$ cat src/rtl/pixel_fetch_if.sv
// Pixel request/response port and image-store read port of the pixel fetch engine.
// The master modport is the fetch engine; the slave modport is the requester and image store around it.
interface pixel_fetch_if #(
    parameter int ADDR_W = 32,
    parameter int DATA_W = 32,
    parameter int MEM_AW = 16
);
    logic [ADDR_W-1:0] addr_pixel;
    logic              request_pixel;
    logic [DATA_W-1:0] pixel;
    logic              pixel_avail;
    logic [MEM_AW-1:0] mem_addr;
    logic              mem_req;
    logic              mem_ack;
    logic [DATA_W-1:0] mem_rdata;

    modport master (
        input  addr_pixel, request_pixel, mem_ack, mem_rdata,
        output pixel, pixel_avail, mem_addr, mem_req
    );

    modport slave (
        output addr_pixel, request_pixel, mem_ack, mem_rdata,
        input  pixel, pixel_avail, mem_addr, mem_req
    );
endinterface

$ cat src/rtl/pixel_fetch.sv
// Queues pixel byte-address requests in order and fetches each from a word-wide image
// store over a req/ack port; out-of-range or timed-out fetches return FILL_PIXEL.
module pixel_fetch #(
    parameter int                ADDR_W     = 32,
    parameter int                DATA_W     = 32,
    parameter int                FIFO_DEPTH = 4,
    parameter logic [ADDR_W-1:0] IMG_BASE   = '0,
    parameter int                IMG_WORDS  = 65536,
    parameter int                TIMEOUT    = 255,
    parameter logic [DATA_W-1:0] FILL_PIXEL = '0
) (
    input  logic          clk,
    input  logic          res_n,
    pixel_fetch_if.master bus,
    output logic          busy,
    output logic          err_overflow,
    output logic          err_timeout
);
    localparam int MEM_AW = $clog2(IMG_WORDS);
    localparam int PTR_W  = $clog2(FIFO_DEPTH);
    localparam int CNT_W  = (TIMEOUT > 1) ? $clog2(TIMEOUT) : 1;
    localparam logic [CNT_W-1:0]  CNT_LAST  = (TIMEOUT > 0) ? CNT_W'(TIMEOUT - 1) : '0;
    // One bit wider than the address so a store ending at the top of the address space still compares correctly.
    localparam logic [ADDR_W:0]   IMG_LIMIT = {1'b0, IMG_BASE} + (ADDR_W+1)'(longint'(IMG_WORDS) * 4);

    typedef enum logic [1:0] {S_IDLE, S_REQ, S_RESP} state_t;

    state_t            state_q, state_d;
    logic [ADDR_W-1:0] fifo_q [FIFO_DEPTH];
    logic [ADDR_W-1:0] fifo_d [FIFO_DEPTH];
    logic [PTR_W:0]    wr_ptr_q, wr_ptr_d;
    logic [PTR_W:0]    rd_ptr_q, rd_ptr_d;
    logic [MEM_AW-1:0] mem_addr_q, mem_addr_d;
    logic              mem_req_q, mem_req_d;
    logic [CNT_W-1:0]  wait_cnt_q, wait_cnt_d;
    logic [DATA_W-1:0] pixel_q, pixel_d;
    logic              pixel_avail_q, pixel_avail_d;
    logic              err_overflow_q, err_overflow_d;
    logic              err_timeout_q, err_timeout_d;

    logic              fifo_empty;
    logic              fifo_full;
    logic              push;
    logic              pop;
    logic              head_in_range;
    logic [ADDR_W-1:0] head_addr;
    logic [ADDR_W-1:0] head_offset;
    logic              unused_offset_bits;

    assign head_addr     = fifo_q[rd_ptr_q[PTR_W-1:0]];
    assign fifo_empty    = (wr_ptr_q == rd_ptr_q);
    assign fifo_full     = (wr_ptr_q[PTR_W] != rd_ptr_q[PTR_W]) &&
                           (wr_ptr_q[PTR_W-1:0] == rd_ptr_q[PTR_W-1:0]);
    assign pop           = (state_q == S_IDLE) && !fifo_empty;
    // A pop in the same cycle frees the slot, so a full FIFO still accepts.
    assign push          = bus.request_pixel && (!fifo_full || pop);
    assign head_in_range = (head_addr >= IMG_BASE) && ({1'b0, head_addr} < IMG_LIMIT);
    assign head_offset   = head_addr - IMG_BASE;
    assign unused_offset_bits = ^{head_offset[1:0], head_offset[ADDR_W-1:MEM_AW+2]};

    for (genvar gi = 0; gi < FIFO_DEPTH; gi++) begin : g_fifo
        assign fifo_d[gi] = (push && (wr_ptr_q[PTR_W-1:0] == PTR_W'(gi))) ? bus.addr_pixel : fifo_q[gi];
    end

    always_comb begin
        state_d        = state_q;
        wr_ptr_d       = push ? wr_ptr_q + (PTR_W+1)'(1) : wr_ptr_q;
        rd_ptr_d       = rd_ptr_q;
        mem_addr_d     = mem_addr_q;
        mem_req_d      = mem_req_q;
        wait_cnt_d     = wait_cnt_q;
        pixel_d        = pixel_q;
        pixel_avail_d  = 1'b0;
        err_overflow_d = err_overflow_q || (bus.request_pixel && fifo_full && !pop);
        err_timeout_d  = err_timeout_q;

        case (state_q)
            S_IDLE: begin
                if (!fifo_empty) begin
                    rd_ptr_d = rd_ptr_q + (PTR_W+1)'(1);
                    if (head_in_range) begin
                        state_d    = S_REQ;
                        mem_req_d  = 1'b1;
                        mem_addr_d = head_offset[MEM_AW+1:2];
                        wait_cnt_d = '0;
                    end else begin
                        state_d       = S_RESP;
                        pixel_d       = FILL_PIXEL;
                        pixel_avail_d = 1'b1;
                    end
                end
            end
            S_REQ: begin
                // An ack arriving in the timeout cycle still delivers real data.
                if (bus.mem_ack) begin
                    state_d       = S_RESP;
                    mem_req_d     = 1'b0;
                    pixel_d       = bus.mem_rdata;
                    pixel_avail_d = 1'b1;
                end else if ((TIMEOUT != 0) && (wait_cnt_q == CNT_LAST)) begin
                    state_d       = S_RESP;
                    mem_req_d     = 1'b0;
                    pixel_d       = FILL_PIXEL;
                    pixel_avail_d = 1'b1;
                    err_timeout_d = 1'b1;
                end else begin
                    wait_cnt_d = wait_cnt_q + CNT_W'(1);
                end
            end
            S_RESP: begin
                state_d = S_IDLE;
            end
            default: begin
                state_d   = S_IDLE;
                mem_req_d = 1'b0;
            end
        endcase
    end

    always_ff @(posedge clk or negedge res_n) begin
        if (!res_n) begin
            state_q        <= S_IDLE;
            for (int i = 0; i < FIFO_DEPTH; i++) begin
                fifo_q[i] <= '0;
            end
            wr_ptr_q       <= '0;
            rd_ptr_q       <= '0;
            mem_addr_q     <= '0;
            mem_req_q      <= 1'b0;
            wait_cnt_q     <= '0;
            pixel_q        <= '0;
            pixel_avail_q  <= 1'b0;
            err_overflow_q <= 1'b0;
            err_timeout_q  <= 1'b0;
        end else begin
            state_q        <= state_d;
            for (int i = 0; i < FIFO_DEPTH; i++) begin
                fifo_q[i] <= fifo_d[i];
            end
            wr_ptr_q       <= wr_ptr_d;
            rd_ptr_q       <= rd_ptr_d;
            mem_addr_q     <= mem_addr_d;
            mem_req_q      <= mem_req_d;
            wait_cnt_q     <= wait_cnt_d;
            pixel_q        <= pixel_d;
            pixel_avail_q  <= pixel_avail_d;
            err_overflow_q <= err_overflow_d;
            err_timeout_q  <= err_timeout_d;
        end
    end

    assign bus.pixel       = pixel_q;
    assign bus.pixel_avail = pixel_avail_q;
    assign bus.mem_addr    = mem_addr_q;
    assign bus.mem_req     = mem_req_q;
    assign busy            = !fifo_empty || (state_q != S_IDLE);
    assign err_overflow    = err_overflow_q;
    assign err_timeout     = err_timeout_q;
endmodule

$ cat src/flat_wrapper.sv
// flat-port wrapper written by rule: the top's interface ports become plain ports
module pixel_fetch_flat 
#(
    parameter int                ADDR_W     = 32,
    parameter int                DATA_W     = 32,
    parameter int                FIFO_DEPTH = 4,
    parameter logic [ADDR_W-1:0] IMG_BASE   = '0,
    parameter int                IMG_WORDS  = 65536,
    parameter int                TIMEOUT    = 255,
    parameter logic [DATA_W-1:0] FILL_PIXEL = '0
)
  (clk, res_n, busy, err_overflow, err_timeout, bus_addr_pixel, bus_request_pixel, bus_mem_ack, bus_mem_rdata, bus_pixel, bus_pixel_avail, bus_mem_addr, bus_mem_req);
  pixel_fetch_if #(.ADDR_W(ADDR_W), .DATA_W(DATA_W), .MEM_AW((16))) bus_i ();
  input  logic clk;
  input  logic res_n;
  output logic busy;
  output logic err_overflow;
  output logic err_timeout;
  input wire logic [$bits(bus_i.addr_pixel)-1:0] bus_addr_pixel;
  input wire logic [$bits(bus_i.request_pixel)-1:0] bus_request_pixel;
  input wire logic [$bits(bus_i.mem_ack)-1:0] bus_mem_ack;
  input wire logic [$bits(bus_i.mem_rdata)-1:0] bus_mem_rdata;
  output wire logic [$bits(bus_i.pixel)-1:0] bus_pixel;
  output wire logic [$bits(bus_i.pixel_avail)-1:0] bus_pixel_avail;
  output wire logic [$bits(bus_i.mem_addr)-1:0] bus_mem_addr;
  output wire logic [$bits(bus_i.mem_req)-1:0] bus_mem_req;
  assign bus_i.addr_pixel = bus_addr_pixel;
  assign bus_i.request_pixel = bus_request_pixel;
  assign bus_i.mem_ack = bus_mem_ack;
  assign bus_i.mem_rdata = bus_mem_rdata;
  assign bus_pixel = bus_i.pixel;
  assign bus_pixel_avail = bus_i.pixel_avail;
  assign bus_mem_addr = bus_i.mem_addr;
  assign bus_mem_req = bus_i.mem_req;
  pixel_fetch #(.ADDR_W(ADDR_W), .DATA_W(DATA_W), .FIFO_DEPTH(FIFO_DEPTH), .IMG_BASE(IMG_BASE), .IMG_WORDS(IMG_WORDS), .TIMEOUT(TIMEOUT), .FILL_PIXEL(FILL_PIXEL)) u_core (.clk(clk), .res_n(res_n), .bus(bus_i), .busy(busy), .err_overflow(err_overflow), .err_timeout(err_timeout));
endmodule
$ cat config.mk
export PLATFORM = sky130hd
export DESIGN_NAME = pixel_fetch_flat
export DESIGN_NICKNAME = d
export VERILOG_FILES = /design/src/rtl/pixel_fetch_if.sv /design/src/rtl/pixel_fetch.sv /design/src/flat_wrapper.sv
export SDC_FILE = /design/constraint.sdc
export NUM_CORES = 1
export LEC_CHECK = 0
export CAP_MARGIN = 25
export CORE_ASPECT_RATIO = 0.6
export CORE_UTILIZATION = 50
export CTS_CLUSTER_SIZE = 12
export DETAILED_ROUTE_END_ITERATION = 8
export HOLD_SLACK_MARGIN = 0.12
export PLACE_DENSITY = 0.74
export RECOVER_POWER = 50
export SETUP_SLACK_MARGIN = 0.05
export SYNTH_ARGS = -nofsm -noshare
export SYNTH_HDL_FRONTEND = slang
export SYNTH_SLANG_ARGS = --single-unit
$ cat constraint.sdc
create_clock -name clk -period 2.4 [get_ports clk]
set_clock_uncertainty 0.1 [all_clocks]
set_input_delay 0.36 -clock clk [delete_from_list [all_inputs] [get_ports clk]]
set_output_delay 0.36 -clock clk [all_outputs]
set_load 0.02 [all_outputs]
==> impl_metrics.py, run 1 <==
metrics = {
    "place": {
        "dp_hpwl_um": 11500,
        "pre_cts_ws_ns": 0.151,
        "dpl-instance-area_mm2": 0.00971,
        "place.gp.congestion": 0.747,
        "port_buffers": 118,
    },
    "grt": {
        "grt_max_degree": 67,
        "grt-ovfl-total": 0,
        "grt_usage": 0.209,
        "grt_pass1_wl_um": 27000,
        "grt_pass1_vias": 5062,
        "grt_antenna_before_repair": 0,
    },
    "floorplan": {
        "fp.dieW_um": 169,
        "start_util": 0.512,
        "die-area_mm2": 0.0172,
        "ios": 121,
        "chipHeight_um": 102,
        "row_count": 36,
        "core-area_mm2": 0.0163,
    },
    "sta": {
        "finalSetupTns_ns": 0,
        "slew_viol_final": 0,
        "max_freq_mhz": 447,
        "grt_setup_unrepaired": "true",
        "slew_headroom": 0.203,
        "fin_ws_ns": 0.164,
        "fin_crit_sh": 0.932,
        "finalHoldViolations": 0,
        "setup_violations": 0,
        "finalCriticalPeriod_ns": 2.24,
        "hold_slack_ns": 0.378,
        "worst_pin_slew_ns": 1.20,
    },
    "routing": {
        "vias_per_cell": 5.30,
        "drt_iter0_drc": 250,
        "postRouteAntennaNets": 0,
        "wl_um": 16900,
        "firstDrtPassIters": 4,
        "routed-via-count": 4952,
        "drc": 0,
        "wire_per_inst_um": 18.1,
    },
    "worst_setup_path": {
        "cp-end-kind": "flop",
        "r2r-end": "u_core.fifo_q[103]",
        "cp.required_ns": 2.61,
        "start_kind": "flop",
        "crit_start": "u_core.wr_ptr_q[0]",
        "path_class": "reg -> reg",
        "r2r-start": "u_core.wr_ptr_q[0]",
        "crit_arrival_ns": 2.44,
        "crit_fanout": 13,
        "rrSetupSlack_ns": 0.16,
        "r2r_cells": 7,
        "cp-endpoint": "u_core.fifo_q[103]",
    },
    "cts": {
        "post_cts_buffers": 0,
        "cts_made_buffers": 17,
        "root_buffer": "clkbuf_16",
        "clkSinkCount": 188,
        "tritoncts": "built",
        "clkLatencyLatePin_ns": 0.42,
        "htreeDepth": 4,
        "cts_buffer_depth": 2,
        "path_clk_slew_ns": 0.06,
    },
    "pwr": {
        "power_density_mw_per_mm2": 1160,
        "p_leak_nw": 4.66,
        "p_total_mw": 11.9,
        "vdd_drop_max_mv": 0.522,
    },
    "synth": {
        "seq_area_frac_synth": 0.565,
        "synth_edf_count": 0,
        "synth_ff_type": "dfrtp_1",
        "netlist_area_mm2": 0.00833,
        "synth_seq_cells": 188,
        "syn_avg_cell_area_um2": 14.6,
        "synth_cell_types": 48,
        "syn_nets": 647,
        "async_reset_ff_frac": 1.00,
        "syn_inst": 572,
        "yosysWarningCount": 0,
    },
    "hold_path": {
        "holdCritPathClass": "reg -> reg",
    },
    "status": {
        "run_status": "complete, no violations",
    },
    "final_layout": {
        "areaGrowthSynthToFinish_pct": 23.0,
        "drive_gt1_frac": 0.258,
        "mostFrequentLayoutCells": "dfrtp_1, clkdlybuf4s50_1, nand2_1",
        "nFillCells": 1176,
        "final_cell_area_mm2": 0.0102,
        "mostFrequentLayoutCell": "dfrtp_1",
        "fin_nets": 771,
        "diodes": 0,
    },
    "job": {
        "maxCapViolCount": 0,
    },
}
[registers in the layout, indices dropped and copies added, names as in the netlist]
name / cells
u_core.rd_ptr_q: 3
u_core.wait_cnt_q: 8
u_core.err_overflow: 1
u_core.bus.pixel: 32
u_core.fifo_q: 120
u_core.err_timeout: 1
u_core.state_q: 2
u_core.bus.pixel_avail: 1
u_core.bus.mem_addr: 16
u_core.bus.mem_req: 1
u_core.wr_ptr_q: 3
[how the worst min path moves through the flow]
stage                        from                     end  cells after the start
5_1_grt         bus_mem_rdata[31]    u_core.bus.pixel[31]                      3
3_5_place_dp                res_n    u_core.bus.pixel[21]                      1
4_1_cts                     res_n    u_core.bus.pixel[21]                      2
6_report       u_core.err_timeout      u_core.err_timeout                      1
2_1_floorplan               res_n  u_core.bus.mem_addr[0]                      0
3_3_place_gp                res_n    u_core.bus.pixel[21]                      1
[synth_stat cells (all sizes together), types with 2 or more instances]
| master | n | area (µm²) |
|---|---|---|
| a21o | 5 | 37.5 |
| inv | 5 | 18.8 |
| and2 | 8 | 51.3 |
| nand4 | 5 | 31.3 |
| nand2 | 79 | 329 |
| nor2b | 2 | 15.0 |
| nor2 | 4 | 15.0 |
| nor4b | 2 | 17.5 |
| buf | 22 | 238 |
| nor4 | 10 | 68.8 |
| o21ai | 34 | 170 |
| mux2 | 137 | 1760 |
| xnor2 | 8 | 77.6 |
| nand3 | 3 | 20.0 |
| clkbuf | 8 | 40.0 |
| and3 | 2 | 17.5 |
| dfrtp | 188 | 4700 |
| xor2 | 6 | 52.6 |
| ha | 7 | 87.6 |
| mux4 | 16 | 402 |
| nor3 | 8 | 40.0 |
| a31o | 2 | 17.5 |
[worst max-delay path: stages, from the launching register on]
cell and delay, ns:
dfrtp_1 0.43, xnor2_1 0.26, o2111a_1 0.30, nor2b_2 0.05, buf_4 0.19, nand2_4 0.22
buf_4 0.24, mux2_4 0.32
[power by group]
part / switching [mW] / internal (mW) / leakage [nW]
clock: 1.13 / 1.53 / 0.270
combinational: 1.67 / 2.46 / 2.04
sequential: 0.711 / 4.38 / 2.35
[routing by layer]
metal	part of all wire	GRT usage
met5	0	0
met3	0.047	0.0542
met2	0.47	0.330
met4	0.013	0.0685
met1	0.47	0.285
[logic make-up (layout without fill, tap and decap cells)]
logic type,after synthesis,in the layout,share of synthesized area
and+or+nand+nor,128,128,0.0780
muxes,153,153,0.259
buffers and inverters,36,170,0.0371
xor gates and xnor gates,14,14,0.0156
adders and majority gates,7,7,0.0105
DFF,188,188,0.565
AOI/OAI and AO/OA,46,46,0.0350
[cell type report]
cell class                 instances  area (µm²)  area share
sequential                       188        4700       0.459
multi-input combinational        348        3320       0.324
timing repair buffer             136        1370       0.133
clock buffer                      25         495      0.0484
tap                              228         285      0.0278
clock inverter                     4        56.3     0.00549
inverter                           5        18.8     0.00183
[repair_timing]
action | CTS | global route
setup endpoints to repair | 1 | 29
hold buffers | 1 | 0
hold endpoints to repair | 46 | 0
resized for setup | 1 | 1
pin swaps | 0 | 0
[through the flow]
stage,instances,util
after floorplan,572,-
after global placement,904,0.597
after detailed placement,904,0.597
after CTS,934,0.632
after global routing,934,0.630
final,934,0.630
Note: power is estimated with default switching activity, not from simulation.
==> run 2, diff against run 1 <==
--- a/config.mk
+++ b/config.mk
@@ -7,6 +7,7 @@
 export LEC_CHECK = 0
 export CAP_MARGIN = 25
 export CORE_ASPECT_RATIO = 0.6
+export CORE_MARGIN = 2
 export CORE_UTILIZATION = 50
 export CTS_CLUSTER_SIZE = 12
 export DETAILED_ROUTE_END_ITERATION = 8
@@ -17,3 +18,4 @@
 export SYNTH_ARGS = -nofsm -noshare
 export SYNTH_HDL_FRONTEND = slang
 export SYNTH_SLANG_ARGS = --single-unit
+export TNS_END_PERCENT = 30
==> impl_metrics.py, run 2 (synthesis results as in run 1) <==
metrics = {
    "cts": {
        "post_cts_buffers": 0,
        "htreeDepth": 4,
        "tritoncts": "built",
        "clkLatencyLatePin_ns": 0.43,
        "path_clk_slew_ns": 0.07,
        "clkSinkCount": 188,
        "root_buffer": "clkbuf_16",
        "cts_buffer_depth": 2,
        "cts_made_buffers": 17,
    },
    "routing": {
        "drc": 0,
        "routed-via-count": 5010,
        "drt_iter0_drc": 302,
        "wl_met3_um": 894,
        "vias_per_cell": 5.32,
        "wire_per_inst_um": 19.0,
        "wl_um": 17900,
        "firstDrtPassIters": 4,
        "top_layer_used": "met4",
        "postRouteAntennaNets": 0,
        "wl_met1_um": 8360,
        "routed-wl-met2_um": 8390,
    },
    "place": {
        "place.gp.congestion": 0.763,
        "dp_hpwl_um": 12300,
        "dpl-instance-area_mm2": 0.00977,
        "pre_cts_ws_ns": 0.0854,
        "port_buffers": 118,
        "dp.cells": 908,
    },
    "floorplan": {
        "row_count": 36,
        "chipHeight_um": 104,
        "start_util": 0.512,
        "core-area_mm2": 0.0163,
        "ios": 121,
        "fp.dieW_um": 171,
        "die-area_mm2": 0.0177,
    },
    "pwr": {
        "pwr-share-comb": 0.345,
        "p_seq_frac": 0.416,
        "p_leak_nw": 4.74,
        "netSwitchingPower_mw": 3.64,
        "power.internal_mw": 8.61,
        "vdd_drop_max_mv": 0.531,
        "switching_share": 0.297,
        "p_clk_frac": 0.240,
        "p_total_mw": 12.3,
        "power_density_mw_per_mm2": 1180,
    },
    "grt": {
        "grt_antenna_before_repair": 0,
        "grt-ovfl-total": 0,
        "grt_pass1_wl_um": 29600,
        "grt_pass1_vias": 5424,
        "grt_max_degree": 58,
        "grt_usage": 0.218,
    },
    "final_layout": {
        "largest_reg_flops": 120,
        "largest_register": "u_core.fifo_q",
        "post-route-util": 0.639,
        "mostFrequentLayoutCell": "dfrtp_1",
        "final_cell_area_mm2": 0.0104,
        "fin_cells": 941,
        "fin_nets": 775,
        "drive_gt1_frac": 0.271,
        "mostFrequentLayoutCells": "dfrtp_1, clkdlybuf4s50_1, nand2_1",
        "areaGrowthSynthToFinish_pct": 24.7,
        "diodes": 0,
    },
    "status": {
        "run_status": "complete, no violations",
    },
    "worst_setup_path": {
        "crit_arrival_ns": 2.40,
        "path_class": "reg -> reg",
        "crit_fanout": 14,
        "start_kind": "flop",
        "cp.required_ns": 2.61,
        "cp-end-kind": "flop",
    },
    "sta": {
        "finalSetupTns_ns": 0,
        "max_freq_mhz": 458,
        "fin_crit_sh": 0.909,
        "grt_setup_unrepaired": "false",
        "slew_headroom": 0.0151,
        "finalHoldViolations": 0,
        "slew_viol_final": 0,
        "finalCriticalPeriod_ns": 2.18,
        "setup_violations": 0,
        "fin_ws_ns": 0.217,
        "worst_pin_slew_ns": 1.48,
        "hold_slack_ns": 0.367,
    },
    "job": {
        "maxCapViolCount": 0,
    },
    "hold_path": {
        "holdCritPathClass": "reg -> reg",
    },
}
==> run 2: changes by cell type in the layout (fill, tap and decap cells not counted), sizes merged <==
cell / before / now
inv: 7 / 8
buf: 17 / 20
clkbuf: 26 / 22
bufinv: 1 / 3
clkinv: 1 / 6
==> run 2: per-layer routing <==
metal / up-vias / track usage
met5: - / 0
met4: 0 / 0.0611
met3: 17 / 0.0613
met2: 95 / 0.340
met1: 2613 / 0.301
li1: 2285 / -
==> run 2: path summary, 6_finish.rpt <==
path | endpoint | start | cells after the start | slack, ns
setup / recovery | u_core.bus.mem_addr[14] | u_core.fifo_q[121] | 6 | 0.22
hold / removal | u_core.err_overflow | u_core.err_overflow | 1 | 0.37
setup reg to reg | u_core.bus.mem_addr[14] | u_core.fifo_q[121] | 6 | 0.22
hold reg to reg | u_core.err_overflow | u_core.err_overflow | 1 | 0.37
max in group asynchronous | u_core.fifo_q[14] | res_n | 3 | 0.39
min in group asynchronous | u_core.bus.pixel[23] | res_n | 2 | 0.71
==> run 2: cell type report <==
class,instances,area [µm²]
multi-input cells,348,3330
clock buffers,20,457
flip-flops and latches,188,4700
clock inverters,12,160
well taps,228,285
repair buffers,140,1440
fillers,1180,5870
inverters,5,18.8
==> run 2: critical path: stages, from the launching register on <==
cell and delay (ns):
dfrtp_1 0.38, nor4_1 0.48, nand4_1 0.28, nand2_2 0.16, a32oi_4 0.14, buf_12 0.20, mux2_4 0.30
==> run 2: power groups by stage <==
stage | registers [mW] | clock network, mW | logic, mW
5_1_grt | 5.24 | 3.14 | 4.54
3_3_place_gp | 5.02 | 0 | 4.03
3_5_place_dp | 5.13 | 0 | 4.26
6_report | 5.10 | 2.94 | 4.22
4_1_cts | 5.09 | 3.00 | 4.29
2_1_floorplan | 5.00 | 0 | 3.27
==> run 2: timing repair <==
action | CTS | global route
resized for setup | 2 | 1
hold endpoints to repair | 54 | 0
setup endpoints to repair | 1 | 2
hold buffers | 1 | 0
==> run 3, diff against run 2 <==
--- a/config.mk
+++ b/config.mk
@@ -15,6 +15,7 @@
 export PLACE_DENSITY = 0.74
 export RECOVER_POWER = 50
 export SETUP_SLACK_MARGIN = 0.05
+export SLEW_MARGIN = 20
 export SYNTH_ARGS = -nofsm -noshare
 export SYNTH_HDL_FRONTEND = slang
 export SYNTH_SLANG_ARGS = --single-unit
==> impl_metrics.py, run 3 (synthesis results as in run 1) <==
metrics = {
    "grt": {
        "grt_pass1_wl_um": 29300,
        "grt-ovfl-total": 0,
        "grt_pass1_vias": 5352,
        "grt_antenna_before_repair": 0,
        "grt_usage": 0.215,
        "grt_max_degree": 58,
    },
    "floorplan": {
        "start_util": 0.512,
        "ios": 121,
        "row_count": 36,
        "die-area_mm2": 0.0177,
        "chipHeight_um": 104,
        "fp.dieW_um": 171,
        "core-area_mm2": 0.0163,
    },
    "worst_setup_path": {
        "path_common_cell": "buf_4",
        "start_kind": "flop",
        "path_class": "reg -> reg",
        "crit_arrival_ns": 2.46,
        "cp_slowest_cell": "dfrtp_1",
        "cp.required_ns": 2.61,
        "crit_chain": "xnor2_1, o2111a_1, nor2b_2, buf_4, nand2_4, buf_4, mux2_2",
        "crit_fanout": 9,
        "cp-end-kind": "flop",
        "cp_slowest_stage_delay_ns": 0.48,
    },
    "routing": {
        "firstDrtPassIters": 4,
        "wire_per_inst_um": 18.7,
        "postRouteAntennaNets": 0,
        "wl_um": 17600,
        "routed-via-count": 4989,
        "drc": 0,
        "drt_iter0_drc": 325,
        "vias_per_cell": 5.31,
    },
    "cts": {
        "cts_made_buffers": 17,
        "tritoncts": "built",
        "root_buffer": "clkbuf_16",
        "clkSinkCount": 188,
        "cts_buffer_depth": 2,
        "htreeDepth": 4,
        "post_cts_buffers": 0,
        "path_clk_slew_ns": 0.07,
        "clkLatencyLatePin_ns": 0.43,
    },
    "pwr": {
        "switching_share": 0.299,
        "power.internal_mw": 8.51,
        "p_clk_frac": 0.236,
        "power_density_mw_per_mm2": 1170,
        "vdd_drop_max_mv": 0.526,
        "pwr-share-comb": 0.345,
        "p_total_mw": 12.1,
        "p_seq_frac": 0.420,
        "netSwitchingPower_mw": 3.63,
        "p_leak_nw": 4.71,
    },
    "sta": {
        "slew_viol_final": 0,
        "worst_pin_slew_ns": 1.48,
        "fin_crit_sh": 0.939,
        "setup_violations": 0,
        "slew_headroom": 0.0148,
        "max_freq_mhz": 444,
        "finalHoldViolations": 0,
        "finalSetupTns_ns": 0,
        "finalCriticalPeriod_ns": 2.25,
        "grt_setup_unrepaired": "true",
    },
    "status": {
        "run_status": "complete, no violations",
    },
    "hold_path": {
        "holdCritPathClass": "reg -> reg",
    },
    "final_layout": {
        "fin_cells": 940,
        "diodes": 0,
        "nFillCells": 1185,
        "mostFrequentLayoutCell": "dfrtp_1",
        "fin_nets": 774,
        "drive_gt1_frac": 0.270,
        "largest_register": "u_core.fifo_q",
        "mostFrequentLayoutCells": "dfrtp_1, clkdlybuf4s50_1, nand2_1",
        "final_cell_area_mm2": 0.0104,
        "largest_reg_flops": 120,
        "areaGrowthSynthToFinish_pct": 24.4,
    },
    "job": {
        "maxCapViolCount": 0,
    },
    "place": {
        "port_buffers": 118,
        "dp_hpwl_um": 12100,
        "dp.cells": 907,
        "place.gp.congestion": 0.763,
        "dpl-instance-area_mm2": 0.00977,
    },
}
==> run 3: critical path: cells and delay by family (launching register included) <==
kind,cells,cell delay (ns)
AND/OR/NAND/NOR,2,0.21
flip-flops,1,0.48
buffers and inverters,2,0.40
XOR/XNOR,1,0.32
multiplexers,1,0.35
AO/OA/AOI/OAI,1,0.28
==> run 3: metal layers <==
metal	GRT usage	up-vias	part of all wire
met4	0.0574	0	0.0080
met1	0.300	2553	0.47
li1	-	2295	-
met5	0	-	0
met2	0.335	127	0.47
met3	0.0567	14	0.051
==> run 3: what timing repair did <==
action	4_1_cts	5_1_grt
gates resized for setup	1	1
setup endpoints to repair	1	35
endpoints found under the hold margin	54	0
hold buffers	1	0
gates cloned	0	0
==> run 3: final cells by class <==
class | instances | area [µm²] | share of cell area
Multi-Input combinational cell | 348 | 3330 | 0.322
Sequential cell | 188 | 4700 | 0.454
Tap cell | 228 | 285 | 0.0275
Inverter | 5 | 18.8 | 0.00181
Clock inverter | 14 | 168 | 0.0162
Timing Repair Buffer | 139 | 1420 | 0.137
Clock buffer | 18 | 429 | 0.0414
==> run 3: per-stage QoR <==
| stage | hold slack, ns | utilization | worst slack [ns] |
|---|---|---|---|
| floorplan | -0.0356 | - | 0.397 |
| global placement | 0.263 | 0.600 | 0.0114 |
| detailed placement | 0.271 | 0.601 | 0.0985 |
| CTS | 0.370 | 0.638 | 0.0951 |
| global route | 0.392 | 0.637 | 0.0235 |
| finish | 0.367 | 0.637 | 0.146 |
==> run 3: worst paths after layout <==
path	from	end	slack, ns	depth (start not counted)
min reg2reg	u_core.err_overflow	u_core.err_overflow	0.37	1
max in group asynchronous	res_n	u_core.fifo_q[20]	0.40	3
max reg2reg	u_core.rd_ptr_q[0]	u_core.fifo_q[88]	0.15	7
max	u_core.rd_ptr_q[0]	u_core.fifo_q[88]	0.15	7
min in group asynchronous	res_n	u_core.bus.pixel[23]	0.72	2
min	u_core.err_overflow	u_core.err_overflow	0.37	1
==> run 3: power groups by stage <==
stage	Sequential, mW	Combinational [mW]	Clock (mW)
2_1_floorplan	5.00	3.27	0
3_5_place_dp	5.13	4.23	0
3_3_place_gp	5.02	4.03	0
6_report	5.10	4.18	2.86
5_1_grt	5.23	4.51	3.07
4_1_cts	5.08	4.26	2.93
